==> config.mk <==
export PLATFORM = sky130hd
export DESIGN_NAME = obu_header_unpacker
export DESIGN_NICKNAME = d
export VERILOG_FILES = /design/src/rtl/obu_parser_pkg.sv /design/src/rtl/leb128_accum.sv /design/src/rtl/obu_header_unpacker.sv
export SDC_FILE = /design/constraint.sdc
export NUM_CORES = 1
export LEC_CHECK = 0
export CORE_ASPECT_RATIO = 0.8
export CORE_MARGIN = 2
export CORE_UTILIZATION = 51
export CTS_BUF_LIST = sky130_fd_sc_hd__clkbuf_8
export DETAILED_ROUTE_END_ITERATION = 10
export PLACE_DENSITY = 0.86
export SLEW_MARGIN = 0
export SYNTH_ARGS = -nofsm -noshare
export SYNTH_HDL_FRONTEND = slang
export SYNTH_SLANG_ARGS = --single-unit
==> constraint.sdc <==
create_clock -name clk -period 3 [get_ports clk]
set_input_delay 0.9 -clock clk [delete_from_list [all_inputs] [get_ports clk]]
set_output_delay 0.9 -clock clk [all_outputs]
set_load 0.03 [all_outputs]
==> src/rtl/obu_parser_pkg.sv <==
// Shared types for the AV1 OBU header parser.
//   obu_hdr_t   decoded header fields (obu_size sized for PARSER_MAX_LEB_BYTES)
//   obu_err_e   header error classification
//   OBU_TYPE_*  AV1 obu_type code points
package obu_parser_pkg;

    localparam int PARSER_DATA_WIDTH    = 32;
    localparam int PARSER_MAX_LEB_BYTES = 8;
    localparam int OBU_SIZE_W           = 7 * PARSER_MAX_LEB_BYTES;

    localparam logic [3:0] OBU_TYPE_SEQUENCE_HEADER       = 4'd1;
    localparam logic [3:0] OBU_TYPE_TEMPORAL_DELIMITER    = 4'd2;
    localparam logic [3:0] OBU_TYPE_FRAME_HEADER          = 4'd3;
    localparam logic [3:0] OBU_TYPE_TILE_GROUP            = 4'd4;
    localparam logic [3:0] OBU_TYPE_METADATA              = 4'd5;
    localparam logic [3:0] OBU_TYPE_FRAME                 = 4'd6;
    localparam logic [3:0] OBU_TYPE_REDUNDANT_FRAME_HEADER = 4'd7;
    localparam logic [3:0] OBU_TYPE_TILE_LIST             = 4'd8;
    localparam logic [3:0] OBU_TYPE_PADDING               = 4'd15;

    typedef struct packed {
        logic [3:0]            obu_type;
        logic                  ext_flag;
        logic                  has_size;
        logic [2:0]            temporal_id;
        logic [1:0]            spatial_id;
        logic [OBU_SIZE_W-1:0] obu_size;
        logic [3:0]            hdr_bytes;
    } obu_hdr_t;

    typedef enum logic [1:0] {
        ERR_NONE      = 2'd0,
        ERR_FORBIDDEN = 2'd1,
        ERR_LEB_OVF   = 2'd2,
        ERR_SIZE_U32  = 2'd3
    } obu_err_e;

endpackage

==> src/rtl/leb128_accum.sv <==
// leb128 accumulator for obu_size.
//   clk, rst    clock, synchronous active-high reset
//   clear       restart accumulation (new header)
//   en          byte_in is a size byte to fold in this cycle
//   byte_in     current leb128 byte
//   value_next  accumulated value including byte_in (valid when en)
//   last        byte_in terminates the leb128 field (continuation bit clear)
//   ovf         byte_in continues but is already the last permitted byte
//   over_u32    value_next does not fit in 32 bits
module leb128_accum #(
    parameter int MAX_LEB_BYTES = 8,
    parameter int SIZE_W        = 7 * MAX_LEB_BYTES
) (
    input  logic              clk,
    input  logic              rst,
    input  logic              clear,
    input  logic              en,
    input  logic [7:0]        byte_in,
    output logic [SIZE_W-1:0] value_next,
    output logic              last,
    output logic              ovf,
    output logic              over_u32
);

    localparam int IDX_W = (MAX_LEB_BYTES > 1) ? $clog2(MAX_LEB_BYTES) : 1;

    logic [SIZE_W-1:0] value_reg;
    logic [IDX_W-1:0]  idx_reg;

    // Each leb128 byte carries 7 payload bits, little-endian by group.
    assign value_next = value_reg | (SIZE_W'(byte_in[6:0]) << (7 * idx_reg));
    assign last       = ~byte_in[7];
    assign ovf        = byte_in[7] && (idx_reg == IDX_W'(MAX_LEB_BYTES - 1));

    generate
        if (SIZE_W > 32) begin : g_u32
            assign over_u32 = |value_next[SIZE_W-1:32];
        end else begin : g_no_u32
            assign over_u32 = 1'b0;
        end
    endgenerate

    always_ff @(posedge clk) begin
        if (rst || clear) begin
            value_reg <= '0;
            idx_reg   <= '0;
        end else if (en) begin
            value_reg <= value_next;
            idx_reg   <= idx_reg + 1'b1;
        end
    end

endmodule

==> src/rtl/obu_header_unpacker.sv <==
// AV1 OBU header parser: obu_header, optional extension, optional leb128 size.
//   clk, rst    clock, synchronous active-high reset
//   data_in     input word, lane 0 in the top byte (stream order)
//   avail       data_in valid this cycle
//   start       begin a header (IDLE only), start_lane = first header byte lane
//   busy        parser not idle
//   done        one-cycle pulse: hdr, error, next_lane, pad, pad_len valid
//   hdr         decoded header fields
//   error       with done: header malformed, err_code gives the reason
//   next_lane   lane of the first payload byte
//   pad/pad_len with done: current word partly used / bits left in it
//   pop         combinational: last lane of the current word consumed this cycle
module obu_header_unpacker
    import obu_parser_pkg::*;
#(
    parameter int DATA_W        = PARSER_DATA_WIDTH,
    parameter int MAX_LEB_BYTES = PARSER_MAX_LEB_BYTES,
    parameter int CHECK_U32     = 1
) (
    input  logic                         clk,
    input  logic                         rst,
    input  logic [DATA_W-1:0]            data_in,
    input  logic                         avail,
    input  logic                         start,
    input  logic [$clog2(DATA_W/8)-1:0]  start_lane,
    output logic                         busy,
    output logic                         done,
    output obu_hdr_t                     hdr,
    output logic                         error,
    output obu_err_e                     err_code,
    output logic [$clog2(DATA_W/8)-1:0]  next_lane,
    output logic                         pad,
    output logic [$clog2(DATA_W):0]      pad_len,
    output logic                         pop
);

    localparam int NB     = DATA_W / 8;
    localparam int LANE_W = $clog2(NB);
    localparam int SIZE_W = 7 * MAX_LEB_BYTES;
    localparam int PAD_W  = $clog2(DATA_W) + 1;

    typedef enum logic [2:0] {S_IDLE, S_HDR, S_EXT, S_SIZE, S_FIN} state_e;

    state_e            state_reg, state_next;
    logic [LANE_W-1:0] ptr_reg, ptr_next;
    obu_hdr_t          hdr_reg, hdr_next;
    obu_err_e          err_reg, err_next;

    logic [7:0]        lane_bytes [NB];
    logic [7:0]        cur_byte;
    logic              used;
    logic              last_lane;
    logic [LANE_W-1:0] ptr_adv;

    logic [SIZE_W-1:0] acc_value_next;
    logic              acc_last, acc_ovf, acc_over_u32;

    genvar gi;
    generate
        for (gi = 0; gi < NB; gi++) begin : g_lane
            assign lane_bytes[gi] = data_in[DATA_W-1-8*gi -: 8];
        end
    endgenerate

    assign cur_byte  = lane_bytes[ptr_reg];
    assign used      = avail && (state_reg == S_HDR || state_reg == S_EXT || state_reg == S_SIZE);
    assign last_lane = (ptr_reg == LANE_W'(NB - 1));
    assign ptr_adv   = last_lane ? '0 : ptr_reg + 1'b1;

    leb128_accum #(
        .MAX_LEB_BYTES (MAX_LEB_BYTES),
        .SIZE_W        (SIZE_W)
    ) u_leb128_accum (
        .clk        (clk),
        .rst        (rst),
        .clear      (state_reg == S_IDLE && start),
        .en         (used && state_reg == S_SIZE),
        .byte_in    (cur_byte),
        .value_next (acc_value_next),
        .last       (acc_last),
        .ovf        (acc_ovf),
        .over_u32   (acc_over_u32)
    );

    always_comb begin
        state_next = state_reg;
        ptr_next   = ptr_reg;
        hdr_next   = hdr_reg;
        err_next   = err_reg;

        if (used) begin
            ptr_next           = ptr_adv;
            hdr_next.hdr_bytes = hdr_reg.hdr_bytes + 4'd1;
        end

        case (state_reg)
            S_IDLE: begin
                if (start) begin
                    state_next = S_HDR;
                    ptr_next   = start_lane;
                    hdr_next   = '0;
                    err_next   = ERR_NONE;
                end
            end
            S_HDR: begin
                if (avail) begin
                    hdr_next.obu_type = cur_byte[6:3];
                    hdr_next.ext_flag = cur_byte[2];
                    hdr_next.has_size = cur_byte[1];
                    if (cur_byte[7]) begin
                        err_next   = ERR_FORBIDDEN;
                        state_next = S_FIN;
                    end else if (cur_byte[2]) begin
                        state_next = S_EXT;
                    end else if (cur_byte[1]) begin
                        state_next = S_SIZE;
                    end else begin
                        state_next = S_FIN;
                    end
                end
            end
            S_EXT: begin
                if (avail) begin
                    hdr_next.temporal_id = cur_byte[7:5];
                    hdr_next.spatial_id  = cur_byte[4:3];
                    state_next = hdr_reg.has_size ? S_SIZE : S_FIN;
                end
            end
            S_SIZE: begin
                if (avail) begin
                    hdr_next.obu_size = OBU_SIZE_W'(acc_value_next);
                    // Overflow wins: an unterminated field has no meaningful final value.
                    if (acc_ovf) begin
                        err_next   = ERR_LEB_OVF;
                        state_next = S_FIN;
                    end else if (acc_last) begin
                        state_next = S_FIN;
                        if (CHECK_U32 != 0 && acc_over_u32) begin
                            err_next = ERR_SIZE_U32;
                        end
                    end
                end
            end
            S_FIN:   state_next = S_IDLE;
            default: state_next = S_IDLE;
        endcase
    end

    always_ff @(posedge clk) begin
        if (rst) begin
            state_reg <= S_IDLE;
            ptr_reg   <= '0;
            hdr_reg   <= '0;
            err_reg   <= ERR_NONE;
        end else begin
            state_reg <= state_next;
            ptr_reg   <= ptr_next;
            hdr_reg   <= hdr_next;
            err_reg   <= err_next;
        end
    end

    assign busy      = (state_reg != S_IDLE);
    assign done      = (state_reg == S_FIN);
    assign hdr       = hdr_reg;
    assign err_code  = err_reg;
    assign error     = done && (err_reg != ERR_NONE);
    assign next_lane = ptr_reg;
    assign pad       = done && (ptr_reg != '0);
    assign pad_len   = done ? PAD_W'((NB - int'(ptr_reg)) * 8) : '0;
    assign pop       = used && last_lane;

endmodule
==> results of run 1 <==
[where the power goes]
| group | switching (mW) | internal [mW] | leakage, nW |
|---|---|---|---|
| sequential | 0.0149 | 1.84 | 1.10 |
| clock | 0.701 | 0.858 | 0.210 |
| combinational | 0.437 | 0.270 | 1.28 |
[worst max-delay path: stages (launching register included)]
cell and delay [ns]:
dfxtp_1 0.32, nor2_1 0.27, nand2_1 0.17, nor2_1 0.12, clkdlybuf4s50_1 0.70
[through the flow]
stage,cell area (um^2),utilization [%]
global placement,7070,65.5
global route,7490,69.3
floorplan,5610,-
finish,7490,69.3
detailed placement,7070,65.5
CTS,7490,69.3
[cell usage in the layout, fill, tap and decap left out, types with 7 or more instances in the layout]
| master | netlist | layout |
|---|---|---|
| a21oi_1 | 63 | 63 |
| a31oi_1 | 60 | 60 |
| buf_4 | 5 | 34 |
| clkbuf_8 | 0 | 19 |
| clkdlybuf4s50_1 | 0 | 117 |
| dfxtp_1 | 137 | 137 |
| inv_1 | 5 | 7 |
| mux4_2 | 7 | 7 |
| nand2_1 | 17 | 17 |
| nand3_1 | 10 | 9 |
| nor2_1 | 192 | 191 |
| nor3_1 | 55 | 55 |
[worst paths after layout]
kind / depth (start not counted) / to / startpoint / slack [ns]
max: 4 / pad_len[3] / state_reg[0] / 0.09
min: 2 / hdr[66] / hdr[66] / 0.47
max reg2reg: 7 / err_code[1] / next_lane[0] / 0.48
min reg2reg: 2 / hdr[66] / hdr[66] / 0.47
[kinds of logic (layout without fill, tap and decap cells)]
group | Yosys count | in the layout | share of synthesized area (%)
AND/OR/NAND/NOR | 307 | 307 | 23.8
other | 1 | 3 | 0.0669
AO/OA/AOI/OAI | 149 | 149 | 15.7
flip-flops | 137 | 137 | 49.0
XOR/XNOR | 4 | 4 | 0.625
multiplexers | 14 | 14 | 4.35
adder cells (fa/ha/maj) | 5 | 5 | 1.12
buffers and inverters | 67 | 194 | 5.34
[cell type report]
| cell class | instances | area (um^2) |
|---|---|---|
| Fill cell | 837 | 3310 |
| Sequential cell | 137 | 2740 |
| Multi-Input combinational cell | 482 | 2590 |
| Timing Repair Buffer | 158 | 1540 |
| Clock buffer | 19 | 262 |
| Tap cell | 144 | 180 |
| Clock inverter | 12 | 153 |
| Inverter | 5 | 18.8 |
[per-layer routing]
metal  wire (um)  up-vias  track usage (%)
li1            -     2609                -
met4         309        0             9.37
met3        1230       35             7.07
met1        6950     2700             36.9
met5           0        -                0
met2        7840      254             46.3
[what timing repair did]
item                                    in CTS  in global routing
hold buffers                                 0                  0
gates resized for setup                      0                  1
endpoints found under the setup margin       0                  1
endpoints found under the hold margin        0                  0
==> reports/summary.md, run 1 <==
Status
* run status: finished, final reports clean

Global route
* total grt overflow: 0
* maximum number of pins on one net before global-route repair: 61
* wire length of the first global-routing pass: 26500 um
* antenna violations before repair: 0
* via count of the first global-routing pass: 5402
* Tot GR Track Use: 28.3%

Synth
* dominant cell by count in the synthesized netlist: nor2_1
* leading cell types by total area after synthesis: dfxtp_1, nor2_1, a31oi_1
* FFs w/ async S/R, synth: 0%
* Most used DFF post-synth: dfxtp_1
* warning count from the yosys run: 0
* number of flip-flops and latches in the synthesized netlist: 137
* number of enable-type register cells in the synthesized netlist: 0
* library cells used by synthesis: 46
* library cell occupying the most area in the post-synthesis netlist: dfxtp_1
* post-synthesis instance area: 5600 um^2
* cell count after synthesis: 684
* share of synthesized area occupied by flip-flops and latches: 49.0%
* mean post-synth cell area: 8.19 um^2
* commonest cells in the synthesized netlist: nor2_1, dfxtp_1, a21oi_1
* Yosys top cell area share: 49.0%

Placement
* HPWL after DPL: 11200 um
* worst slack, placed: -0.129 ns
* instance count after placement with tap cells included: 926
* IO Port Bufs: 120
* placer congestion estimate: 0.879

Routing
* detail-routed net length per standard cell: 17.1 um
* ratio of routed vias to standard cells: 5.85
* number of design-rule violations left by the first detailed-router iteration: 642
* first drt pass iteration count: 6
* total wire length after detailed routing: 16300 um
* remaining antenna violation count after routing: 0
* remaining routing DRC violations: 0
* via count: 5598

STA
* RSZ-0062 raised after global routing: false
* highest clock frequency the design can meet: 343 MHz
* post-route setup slack: 0.0886 ns
* worst slack on hold paths: 0.468 ns
* worst slew pin tran: 0.817 ns
* Slew Limit Headroom: 45.4%
* endpoints failing hold: 0
* Layout Skew: 0.0102 ns
* Period Utilization, post-route: 97.0%
* Setup TNS: 0 ns
* total of endpoints with negative setup slack in the final report: 0
* number of max-slew violations in the final report: 0
* final critical path time including I/O delays and setup: 2.91 ns

Finish
* number of flip-flops under the largest register name: 71
* fin cells: 957
* fraction of final layout cells with drive strength greater than 1: 10.3%
* area grow syn2layout: 33.7%
* antenna diode count: 0
* final net count: 844

Die
* top-level I/O count: 124
* Placeable Area: 10800 um^2
* die extent in y: 97.8 um
* starting density of the core: 51.9%
* width of the die: 121 um
* number of core rows: 34
* full die area: 11800 um^2

Power and ir drop
* leakage power total: 2.60 nW
* power density over the cells: 550 nW/um^2
* Max IR drop VDD: 0.338 mV
* sum of internal, switching and leakage power: 4.12 mW

Clock tree
* deepest clock path buffer count: 2
* buffer type at the clock tree root: clkbuf_8
* Inserted Clock Buffers: 17
* clock tree sinks: 137
* clock-pin slew on the worst setup and hold paths: 0.08 ns
* clock latency reported for the late side of the worst-skew pair: 0.44 ns
* # Post-CTS Setup Buffers: 0
* H-tree level count: 4
* TritonCTS clock tree: yes

Worst setup path
* startpoint kind of the worst setup timing path: register
* highest net fanout along the worst path: 5
* category of the worst setup path capture point: output port
* CP arrival: 2.01 ns
* worst setup path category: register to output port
* required time at the worst-slack endpoint: 2.10 ns

Min path
* kind of path behind the tightest hold check: register to register

Job
* number of maximum-capacitance violations: 0

(Power assumes the default switching activity.)
==> inputs of run 2 (changes only) <==
--- a/config.mk
+++ b/config.mk
@@ -9,6 +9,7 @@
 export CORE_MARGIN = 2
 export CORE_UTILIZATION = 51
 export CTS_BUF_LIST = sky130_fd_sc_hd__clkbuf_8
+export CTS_CLUSTER_DIAMETER = 80
 export DETAILED_ROUTE_END_ITERATION = 10
 export PLACE_DENSITY = 0.86
 export SLEW_MARGIN = 0
==> constraint.sdc (replaced) <==
create_clock -name clk -period 3.3 [get_ports clk]
set_input_delay 0.99 -clock clk [delete_from_list [all_inputs] [get_ports clk]]
set_output_delay 0.99 -clock clk [all_outputs]
set_load 0.03 [all_outputs]
==> run 2 against run 1 <==
Design area down 1.3%. Register-to-register slack improved by 0.34 ns. Count of clock-buffer cells in the layout shrank 2. Sequential share of layout area rose by 0.50 points.
==> reports/summary.md, run 2 (synthesis results as in run 1) <==
Placement
* IO Port Bufs: 120
* HPWL after DPL: 10900 um
* instance area after placement: 6970 um^2
* placer congestion estimate: 0.868

Global route
* wire length of the first global-routing pass: 25900 um
* via count of the first global-routing pass: 5174
* maximum number of pins on one net before global-route repair: 64
* antenna violations before repair: 0
* total grt overflow: 0
* Tot GR Track Use: 27.5%

Worst setup path
* stage delay of the slowest cell on the critical path: 0.67 ns
* category of the worst setup path capture point: output port
* worst setup path category: register to output port
* CP arrival: 2.19 ns
* startpoint kind of the worst setup timing path: register
* highest net fanout along the worst path: 12
* ordered cell list for the critical path: buf_4, inv_1, ha_1, and3_1, clkdlybuf4s50_1
* worst-path cell with the longest stage delay: clkdlybuf4s50_1
* required time at the worst-slack endpoint: 2.31 ns

Routing
* via count: 5478
* detail-routed net length per standard cell: 16.7 um
* remaining antenna violation count after routing: 0
* first drt pass iteration count: 6
* ratio of routed vias to standard cells: 5.78
* number of design-rule violations left by the first detailed-router iteration: 589
* total wire length after detailed routing: 15800 um
* remaining routing DRC violations: 0

STA
* total of endpoints with negative setup slack in the final report: 0
* Slew Limit Headroom: 38.0%
* highest clock frequency the design can meet: 315 MHz
* Layout Skew: 0.0108 ns
* Period Utilization, post-route: 96.3%
* Setup TNS: 0 ns
* number of max-slew violations in the final report: 0
* endpoints failing hold: 0
* worst slew pin tran: 0.929 ns
* final critical path time including I/O delays and setup: 3.18 ns
* RSZ-0062 raised after global routing: false

Finish
* final net count: 835
* fraction of final layout cells with drive strength greater than 1: 9.33%
* end-of-flow core utilization: 68.4%
* Non-Filler Cell Area, Final: 7390 um^2
* antenna diode count: 0
* area grow syn2layout: 31.9%
* number of flip-flops under the largest register name: 71
* commonest non-fill, non-tap cells in the layout: nor2_1, dfxtp_1, clkdlybuf4s50_1
* most common cell after layout, fill and taps aside: nor2_1

Die
* top-level I/O count: 124
* width of the die: 121 um
* die extent in y: 97.8 um
* starting density of the core: 51.9%
* number of core rows: 34
* Placeable Area: 10800 um^2
* full die area: 11800 um^2

Status
* run status: finished, final reports clean

Clock tree
* Inserted Clock Buffers: 17
* clock-pin slew on the worst setup and hold paths: 0.08 ns
* deepest clock path buffer count: 2
* clock latency reported for the late side of the worst-skew pair: 0.45 ns
* H-tree level count: 4
* clock tree sinks: 137
* # Post-CTS Setup Buffers: 0
* buffer type at the clock tree root: clkbuf_8
* TritonCTS clock tree: yes

Power and ir drop
* leakage power total: 2.52 nW
* Max IR drop VDD: 0.311 mV
* power density over the cells: 506 nW/um^2

Min path
* kind of path behind the tightest hold check: register to register

Job
* number of maximum-capacitance violations: 0

[run 2: cell count changes in the layout (fill, tap and decap cells not counted), sizes merged]
| cell | change |
|---|---|
| bufinv | +1 |
| inv | +1 |
| buf | -9 |
| dlymetal6s2s | -1 |
| clkbuf | -2 |
| clkdlybuf4s50 | +1 |
| clkinvlp | +1 |
| clkinv | -1 |
[run 2: worst paths after layout]
path | to | startpoint | slack [ns] | depth (start not counted)
worst min-delay path | hdr[69] | hdr[69] | 0.48 | 2
worst max-delay path | pad_len[4] | next_lane[1] | 0.12 | 5
worst max register to register | err_code[0] | next_lane[0] | 0.82 | 7
worst min register to register | hdr[69] | hdr[69] | 0.48 | 2
[run 2: cell type report]
class                           count  area, um^2
Multi-Input combinational cell    482        2590
Inverter                            5        18.8
Sequential cell                   137        2740
Clock buffer                       17         234
Timing Repair Buffer              149        1440
Fill cell                         816        3410
Clock inverter                     14         185
Tap cell                          144         180
[run 2: critical path, delay by kind of cell, from the launching register on]
| family | cells | cell delay (ns) |
|---|---|---|
| fa+ha+maj | 1 | 0.32 |
| buf+inv | 3 | 0.92 |
| flops | 1 | 0.31 |
| simple gates | 1 | 0.18 |
[run 2: through the flow]
step | instances | power, mW | setup slack, ns | hold WS, ns
6_report | 948 | 3.74 | 0.121 | 0.480
5_1_grt | 948 | 3.86 | 0.0146 | 0.514
4_1_cts | 948 | 3.73 | 0.0563 | 0.486
3_5_place_dp | 917 | 2.31 | 0.0882 | 0.469
3_3_place_gp | 917 | 2.29 | 0.151 | 0.454
2_1_floorplan | 686 | 2.08 | 0.508 | 0.438
[run 2: what timing repair did]
action / 4_1_cts / 5_1_grt
gates resized for setup: 0 / 1
hold buffers: 0 / 0
setup endpoints to repair: 0 / 3
[run 2: metal layers]
| metal | part of all wire (%) | wire length (um) | track usage (%) |
|---|---|---|---|
| met1 | 44 | 6900 | 36.8 |
| met2 | 47 | 7450 | 43.9 |
| met3 | 7.2 | 1150 | 5.84 |
| met4 | 2.2 | 345 | 10.4 |
| met5 | 0 | 0 | 0 |
[run 2: power breakdown]
group          internal (mW)  leakage, nW  switching, mW  total [mW]
sequential              1.67         1.10         0.0233        1.69
combinational          0.220         1.21          0.371       0.590
clock                  0.811        0.211          0.642        1.45
